## config.mk

```make
export PLATFORM = sky130hd
export DESIGN_NAME = audio_rx_unit
export DESIGN_NICKNAME = d
export VERILOG_FILES = /design/src/rtl/audio_pkg.sv /design/src/rtl/audio_rx_fifo.sv /design/src/rtl/audio_rx_unit.sv
export SDC_FILE = /design/constraint.sdc
export NUM_CORES = 1
export LEC_CHECK = 0
export CORE_MARGIN = 4
export CORE_UTILIZATION = 50
export CTS_BUF_LIST = sky130_fd_sc_hd__clkbuf_8 sky130_fd_sc_hd__clkbuf_16
export DETAILED_ROUTE_END_ITERATION = 7
export GPL_ROUTABILITY_DRIVEN = 0
export PLACE_DENSITY = 0.79
export SYNTH_ARGS = -nofsm -noshare
export SYNTH_HDL_FRONTEND = slang
export SYNTH_HIERARCHICAL = 1
export SYNTH_SLANG_ARGS = --single-unit
```

## constraint.sdc

```tcl
create_clock -name iSCLK -period 5.8 [get_ports iSCLK]
set_input_delay 1.74 -clock iSCLK [delete_from_list [all_inputs] [get_ports iSCLK]]
set_output_delay 1.74 -clock iSCLK [all_outputs]
set_load 0.01 [all_outputs]
```

## src/rtl/audio_pkg.sv

```systemverilog
// Shared types and helpers for the I2S receive DMA (audio_rx_unit).
package audio_pkg;

  typedef enum logic [1:0] {
    ST_IDLE = 2'd0,
    ST_RUN  = 2'd1,
    ST_DONE = 2'd2
  } audio_state_e;

  localparam logic CH_LEFT = 1'b0;

  localparam int unsigned PACK_W = 32;

  // Moves a right-aligned sample to the top of a bus_w-wide word, low bits zero.
  function automatic logic [PACK_W-1:0] pack_left(input logic [PACK_W-1:0] sample,
                                                  input int unsigned samp_w,
                                                  input int unsigned bus_w);
    return sample << (bus_w - samp_w);
  endfunction

endpackage

```

## src/rtl/audio_rx_fifo.sv

```systemverilog
// Single-clock sample FIFO with synchronous flush; the head word is readable
// without a pop so the write port can present it directly.
module audio_rx_fifo #(
  parameter int pDataWidth = 16,
  parameter int pDepth     = 16
) (
  input  logic                  clk,
  input  logic                  rst,
  input  logic                  flush,
  input  logic                  wr_en,
  input  logic [pDataWidth-1:0] wr_data,
  input  logic                  rd_en,
  output logic [pDataWidth-1:0] rd_data,
  output logic                  full,
  output logic                  empty,
  output logic                  empty_nxt
);

  localparam int AW = $clog2(pDepth);
  localparam logic [AW:0] PTR_ONE = {{AW{1'b0}}, 1'b1};

  logic [pDataWidth-1:0] mem_q [pDepth];
  logic [AW:0]           wr_ptr_q, wr_ptr_d;
  logic [AW:0]           rd_ptr_q, rd_ptr_d;
  logic                  wr_ok, rd_ok;

  // Extra pointer bit distinguishes full from empty when the indices match.
  assign full  = (wr_ptr_q[AW] != rd_ptr_q[AW]) &&
                 (wr_ptr_q[AW-1:0] == rd_ptr_q[AW-1:0]);
  assign empty = (wr_ptr_q == rd_ptr_q);
  assign wr_ok = wr_en && !full;
  assign rd_ok = rd_en && !empty;

  always_comb begin
    wr_ptr_d = wr_ptr_q;
    rd_ptr_d = rd_ptr_q;
    if (flush) begin
      wr_ptr_d = '0;
      rd_ptr_d = '0;
    end else begin
      if (wr_ok) wr_ptr_d = wr_ptr_q + PTR_ONE;
      if (rd_ok) rd_ptr_d = rd_ptr_q + PTR_ONE;
    end
  end

  assign empty_nxt = (wr_ptr_d == rd_ptr_d);
  assign rd_data   = mem_q[rd_ptr_q[AW-1:0]];

  always_ff @(posedge clk) begin
    if (rst) begin
      wr_ptr_q <= '0;
      rd_ptr_q <= '0;
    end else begin
      wr_ptr_q <= wr_ptr_d;
      rd_ptr_q <= rd_ptr_d;
    end
  end

  always_ff @(posedge clk) begin
    if (wr_ok && !flush) mem_q[wr_ptr_q[AW-1:0]] <= wr_data;
  end

endmodule

```

## src/rtl/audio_rx_unit.sv

```systemverilog
// I2S capture into a sample FIFO, drained to memory as a length-bounded DMA.
// Define AUDIO_RX_STEREO_EN to capture L and R words; default is left only.
//
// state   | meaning
// IDLE    | waiting for a rising iDmaEn; capture disabled
// RUN     | capturing samples and writing them out
// DONE    | all words written; oDmaDone high until iDmaEn drops
module audio_rx_unit
  import audio_pkg::*;
#(
  parameter int pUsiBusWidth      = 32,
  parameter int pUfiBusWidth      = 16,
  parameter int pMemAdrsWidth     = 19,
  parameter int pSamplingBitWidth = 8,
  parameter int pFifoDepth        = 16
) (
  input  logic                     iSCLK,
  input  logic                     iSRST,
  input  logic                     iAudioBclk,
  input  logic                     iAudioLrck,
  input  logic                     iAudioSdata,
  output logic [pUsiBusWidth-1:0]  oMUfiAdrs,
  output logic [pUfiBusWidth-1:0]  oMUfiWd,
  output logic                     oMUfiWEd,
  output logic                     oMUfiVd,
  input  logic                     iMUfiRdy,
  input  logic [pMemAdrsWidth-1:0] iDmaAdrs,
  input  logic [pMemAdrsWidth-1:0] iDmaLen,
  input  logic                     iDmaEn,
  output logic                     oDmaDone,
  output logic                     oOverrun
);

  localparam int SW  = pSamplingBitWidth;
  localparam int BCW = $clog2(SW + 1);
  localparam logic [BCW-1:0] BIT_LAST = BCW'(SW - 1);
  localparam logic [BCW-1:0] BIT_FULL = BCW'(SW);
  localparam logic [BCW-1:0] BIT_ONE  = {{(BCW-1){1'b0}}, 1'b1};
  localparam logic [pMemAdrsWidth-1:0] ADR_ONE = {{(pMemAdrsWidth-1){1'b0}}, 1'b1};

  logic bclk_s1_q, bclk_s2_q, bclk_s3_q;
  logic lrck_s1_q, lrck_s2_q;
  logic sdata_s1_q, sdata_s2_q;

  audio_state_e           state_q, state_d;
  logic                   en_q;
  logic [pMemAdrsWidth-1:0] base_q, base_d;
  logic [pMemAdrsWidth-1:0] len_q, len_d;
  logic [pMemAdrsWidth-1:0] count_q, count_d;
  logic                   vd_q, vd_d;
  logic                   done_q, done_d;
  logic                   ovr_q, ovr_d;
  logic                   lrck_hist_q, lrck_hist_d;
  logic [BCW-1:0]         bit_cnt_q, bit_cnt_d;
  logic [SW-1:0]          shift_q, shift_d;
  logic [SW:0]            shift_ext;

  logic bclk_rise, sample_done, ch_ok, push_req, start, fifo_flush, accept;
  logic fifo_full, fifo_empty, fifo_empty_nxt;
  logic [pUfiBusWidth-1:0] fifo_wdata, fifo_rdata;
  logic [pMemAdrsWidth-1:0] adr_mem;

  assign bclk_rise = bclk_s2_q && !bclk_s3_q;
  assign shift_ext = {shift_q, sdata_s2_q};

  // The rise that shows a new LRCK level only opens the word; the MSB follows.
  always_comb begin
    lrck_hist_d = lrck_hist_q;
    bit_cnt_d   = bit_cnt_q;
    shift_d     = shift_q;
    sample_done = 1'b0;
    if (bclk_rise) begin
      if (lrck_s2_q != lrck_hist_q) begin
        lrck_hist_d = lrck_s2_q;
        bit_cnt_d   = '0;
        shift_d     = '0;
      end else if (bit_cnt_q != BIT_FULL) begin
        shift_d   = shift_ext[SW-1:0];
        bit_cnt_d = bit_cnt_q + BIT_ONE;
        if (bit_cnt_q == BIT_LAST) sample_done = 1'b1;
      end
    end
  end

  assign fifo_wdata = pUfiBusWidth'(pack_left(PACK_W'(shift_ext[SW-1:0]), SW, pUfiBusWidth));

`ifdef AUDIO_RX_STEREO_EN
  logic got_left_q, got_left_d;

  // Right words are only kept once a left word has opened the stream.
  assign ch_ok = (lrck_hist_q == CH_LEFT) || got_left_q;

  always_comb begin
    got_left_d = got_left_q;
    if (start) got_left_d = 1'b0;
    else if (push_req && (lrck_hist_q == CH_LEFT)) got_left_d = 1'b1;
  end

  always_ff @(posedge iSCLK) begin
    if (iSRST) got_left_q <= 1'b0;
    else       got_left_q <= got_left_d;
  end
`else
  assign ch_ok = (lrck_hist_q == CH_LEFT);
`endif

  assign push_req = sample_done && (state_q == ST_RUN) && ch_ok;
  assign accept   = vd_q && iMUfiRdy;

  always_comb begin
    state_d    = state_q;
    base_d     = base_q;
    len_d      = len_q;
    count_d    = count_q;
    ovr_d      = ovr_q;
    start      = 1'b0;
    fifo_flush = 1'b0;
    case (state_q)
      ST_IDLE: begin
        if (iDmaEn && !en_q) begin
          start      = 1'b1;
          fifo_flush = 1'b1;
          base_d     = iDmaAdrs;
          len_d      = iDmaLen;
          count_d    = '0;
          state_d    = (iDmaLen == '0) ? ST_DONE : ST_RUN;
        end
      end
      ST_RUN: begin
        if (!iDmaEn) begin
          fifo_flush = 1'b1;
          state_d    = ST_IDLE;
        end else if (accept) begin
          count_d = count_q + ADR_ONE;
          if (count_q == len_q - ADR_ONE) state_d = ST_DONE;
        end
      end
      ST_DONE: begin
        if (!iDmaEn) state_d = ST_IDLE;
      end
      default: state_d = ST_IDLE;
    endcase
    if (push_req && fifo_full) ovr_d = 1'b1;
    if (start) ovr_d = 1'b0;
  end

  assign vd_d   = (state_d == ST_RUN) && !fifo_empty_nxt;
  assign done_d = (state_d == ST_DONE);

  always_ff @(posedge iSCLK) begin
    if (iSRST) begin
      bclk_s1_q   <= 1'b0;
      bclk_s2_q   <= 1'b0;
      bclk_s3_q   <= 1'b0;
      lrck_s1_q   <= 1'b0;
      lrck_s2_q   <= 1'b0;
      sdata_s1_q  <= 1'b0;
      sdata_s2_q  <= 1'b0;
      lrck_hist_q <= 1'b0;
      bit_cnt_q   <= BIT_FULL;
      shift_q     <= '0;
      state_q     <= ST_IDLE;
      en_q        <= 1'b0;
      base_q      <= '0;
      len_q       <= '0;
      count_q     <= '0;
      vd_q        <= 1'b0;
      done_q      <= 1'b0;
      ovr_q       <= 1'b0;
    end else begin
      bclk_s1_q   <= iAudioBclk;
      bclk_s2_q   <= bclk_s1_q;
      bclk_s3_q   <= bclk_s2_q;
      lrck_s1_q   <= iAudioLrck;
      lrck_s2_q   <= lrck_s1_q;
      sdata_s1_q  <= iAudioSdata;
      sdata_s2_q  <= sdata_s1_q;
      lrck_hist_q <= lrck_hist_d;
      bit_cnt_q   <= bit_cnt_d;
      shift_q     <= shift_d;
      state_q     <= state_d;
      en_q        <= iDmaEn;
      base_q      <= base_d;
      len_q       <= len_d;
      count_q     <= count_d;
      vd_q        <= vd_d;
      done_q      <= done_d;
      ovr_q       <= ovr_d;
    end
  end

  audio_rx_fifo #(
    .pDataWidth(pUfiBusWidth),
    .pDepth    (pFifoDepth)
  ) u_fifo (
    .clk      (iSCLK),
    .rst      (iSRST),
    .flush    (fifo_flush),
    .wr_en    (push_req),
    .wr_data  (fifo_wdata),
    .rd_en    (accept),
    .rd_data  (fifo_rdata),
    .full     (fifo_full),
    .empty    (fifo_empty),
    .empty_nxt(fifo_empty_nxt)
  );

  // Address wraps inside the pMemAdrsWidth window before zero-extension.
  assign adr_mem   = base_q + count_q;
  assign oMUfiAdrs = vd_q ? {{(pUsiBusWidth-pMemAdrsWidth){1'b0}}, adr_mem} : '0;
  assign oMUfiWd   = (vd_q && !fifo_empty) ? fifo_rdata : '0;
  assign oMUfiVd   = vd_q;
  assign oMUfiWEd  = vd_q;
  assign oDmaDone  = done_q;
  assign oOverrun  = ovr_q;

endmodule
```

==> impl_metrics.ini <==
[global_routing]
grtUsageTotal = 0.207
grt_pass1_wl_um = 54700
grt_start_max_net_pins = 43
first_global_vias = 9946
grt_overflow = 0
grt_antenna_before_repair = 1

[die]
ios = 97
die_h_um = 183
start_util = 0.512
die_area_um2 = 33600
rows = 63
dieWidth_um = 183
coreArea_um2 = 30000

[setup_path]
cp_slowest_stage_delay_ns = 0.56
required_ns = 4.06
critical_path.top_delay_family = compound AO/OA/AOI/OAI gates
startpoint_type = flop
cp_cell_sequence = ha_1 > fa_1 > a211oi_1 > o41ai_1 > a31oi_1 > a211oi_1 > and4_1 > or3_1 > a21boi_0 > clkdlybuf4s50_1
worstPathBufferInverterCount = 1
cp_data_arrival_time_ns = 3.77
crit_top_cell = a211oi_1
path_class = flop to output pin
crit_path_end_kind = output pin
rr_worst_depth = 10
critPathSlowestCell = clkdlybuf4s50_1
worstSetupPathDepth = 10
worstPathMaxFanout = 5

[timing]
rsz0062_at_grt = false
setup_viol = 0
slew_headroom = 0.137
period_minus_slack_ns = 5.51
final-hold-violation-count = 0
timing.final.crit_share = 0.950
worstMarginPinSlew_ns = 1.28
slew_viol_final = 0
fin_skew_ns = 0.0235
tns_ns = 0
fmax_mhz = 182

[synth]
yosysWarningCount = 6
synth_seq_cells = 348
yosys-top-cells-area = edfxtp_1 50%, dfxtp_1 12%, mux4_2 12%, nand2_1 2.8%, a21oi_1 2.4%
synth_common_cells = 256 x edfxtp_1, 114 x nand2_1, 92 x dfxtp_1
syn_inst = 1097
yosysMostFrequentCell = edfxtp_1
ys.flop_type = edfxtp_1
synth.avg_cell_area_um2 = 14.0
synth_edf_count = 256
async_flop_share = 0
synth_top_area_frac = 0.501
ys_seq_area_frac = 0.621
synth_top_cell_by_area = edfxtp_1
netlist_area_um2 = 15300
ys_types = 68

[cts]
root_buffer = clkbuf_16
cts.sinks = 348
cts.reportedPaths.clkPinSlew_ns = 0.06
htreeDepth = 2
postCtsSetupBuffers = 0
numCtsBuffers = 35
clkLatencyLatePin_ns = 0.52
cts_tree = done
cts_buffer_depth = 3

[routing]
vias = 9679
wl_um = 34400
drtPass1Iterations = 5
wire_per_inst_um = 19.8
ant_nets = 0
drcViolationCount = 0
first_iter_violations = 1015
viasPerCell = 5.57

[job]
cap_violations = 0

[final_layout]
utilization = 0.612
area_growth_pct = 19.6
drive_gt1_frac = 0.139
num-fill-cells = 2170
fin_nets = 1395
n_antenna_cell = 0

[power]
p_sw_frac = 0.205
peakVddDrop_uv = 171
clock_power_share = 0.438
power_frac_seq = 0.522
p_per_area_nw_per_um2 = 281
power_switching_mw = 1.06
leakage_nw = 6.39
combinationalPowerShare = 0.040
total_power_mw = 5.16
p_int_mw = 4.10

[outcome]
status = finished, final reports clean

[hold_path]
whs_path_depth = 1
hold_path_class = flop to flop

[placed_design]
hpwl_um = 22300
io_buffers = 83
## area by class of cell
type                    count  area [um^2]  area share
clock buffers              41          981      0.0535
clock inverters            21          185      0.0101
repair buffers            112         1080      0.0589
flip-flops and latches    348         9530       0.520
well taps                 390          488      0.0266
multi-input cells         807         6010       0.327
inverters                  18         67.6     0.00368
## through the flow
| step | setup slack (ns) | hold slack (ns) | cell area (um^2) | std cells |
|---|---|---|---|---|
| 2_1_floorplan | 0.871 | 0.414 | 15900 | 1237 |
| 3_3_place_gp | 0.874 | 0.422 | 17200 | 1675 |
| 3_5_place_dp | 0.869 | 0.430 | 17200 | 1675 |
| 4_1_cts | 0.295 | 0.443 | 18300 | 1737 |
| 5_1_grt | 0.0752 | 0.452 | 18300 | 1737 |
| 6_report | 0.293 | 0.439 | 18300 | 1737 |
## power groups by stage
stage          Combinational, mW  Clock [mW]  Sequential (mW)
2_1_floorplan              0.145           0             2.74
3_3_place_gp               0.193           0             2.75
3_5_place_dp               0.197           0             2.75
4_1_cts                    0.198        2.30             2.69
5_1_grt                    0.229        2.41             2.69
6_report                   0.204        2.26             2.69
## routing by layer
layer | up-vias | routed length (um) | global-route usage
met5 | - | 13 | 0
met1 | 4776 | 14000 | 0.279
li1 | 4436 | - | -
met4 | 2 | 878 | 0.0590
met2 | 383 | 17000 | 0.350
met3 | 82 | 2390 | 0.0333
## what timing repair did
item,CTS,global route
resized for setup,0,1
endpoints found under the setup margin,0,1
hold buffers,0,0
hold endpoints to repair,0,0
## cell families after synthesis
group	synth area share
compound gates	0.0595
xor+xnor	0.0369
fa+ha+maj	0.0233
buf+inv	0.0252
flops	0.621
mux	0.125
other cells	0.000244
simple gates	0.109
## path summary, 6_finish.rpt
| kind | start | end | slack (ns) |
|---|---|---|---|
| worst max-delay path | count_q[0]$_SDFFE_PP0P_ | oMUfiAdrs[18] | 0.29 |
| worst min-delay path | bclk_s1_q$_SDFF_PP0_ | bclk_s2_q$_SDFF_PP0_ | 0.44 |
| worst max register to register | state_q[0]$_SDFF_PP0_ | oMUfiVd$_SDFF_PP0_ | 2.14 |
| worst min register to register | bclk_s1_q$_SDFF_PP0_ | bclk_s2_q$_SDFF_PP0_ | 0.44 |
## cell usage in the layout, fill, tap and decap left out, drive strengths merged, types with 5 or more instances in the layout
master	netlist	layout
edfxtp	256	256
conb	1	141
nand2	114	114
dfxtp	92	92
clkdlybuf4s50	0	82
mux4	80	80
a21oi	75	75
nor2	59	59
xnor2	41	41
clkbuf	33	41
and2	32	32
buf	31	30
o21ai	28	28
ha	27	27
inv	18	26
nand3	24	24
xor2	22	22
nor2b	15	15
nor4	15	15
nand4	13	13
nand2b	10	10
a21o	10	10
mux2i	10	10
clkinv	0	10
nor3	9	9
or3	7	7
and3	7	7
a211oi	6	6
o21bai	6	6
or2	5	5
and4	5	5
## state kept, by name, summed over array words and instances, names as in the netlist, 2 cells and up
name             count
len_q               19
u_fifo/rd_ptr_q      5
bit_cnt_q            4
state_q              2
u_fifo/mem_q       256
base_q              19
shift_q              7
u_fifo/wr_ptr_q      5
count_q             19
(Power assumes the default switching activity.)
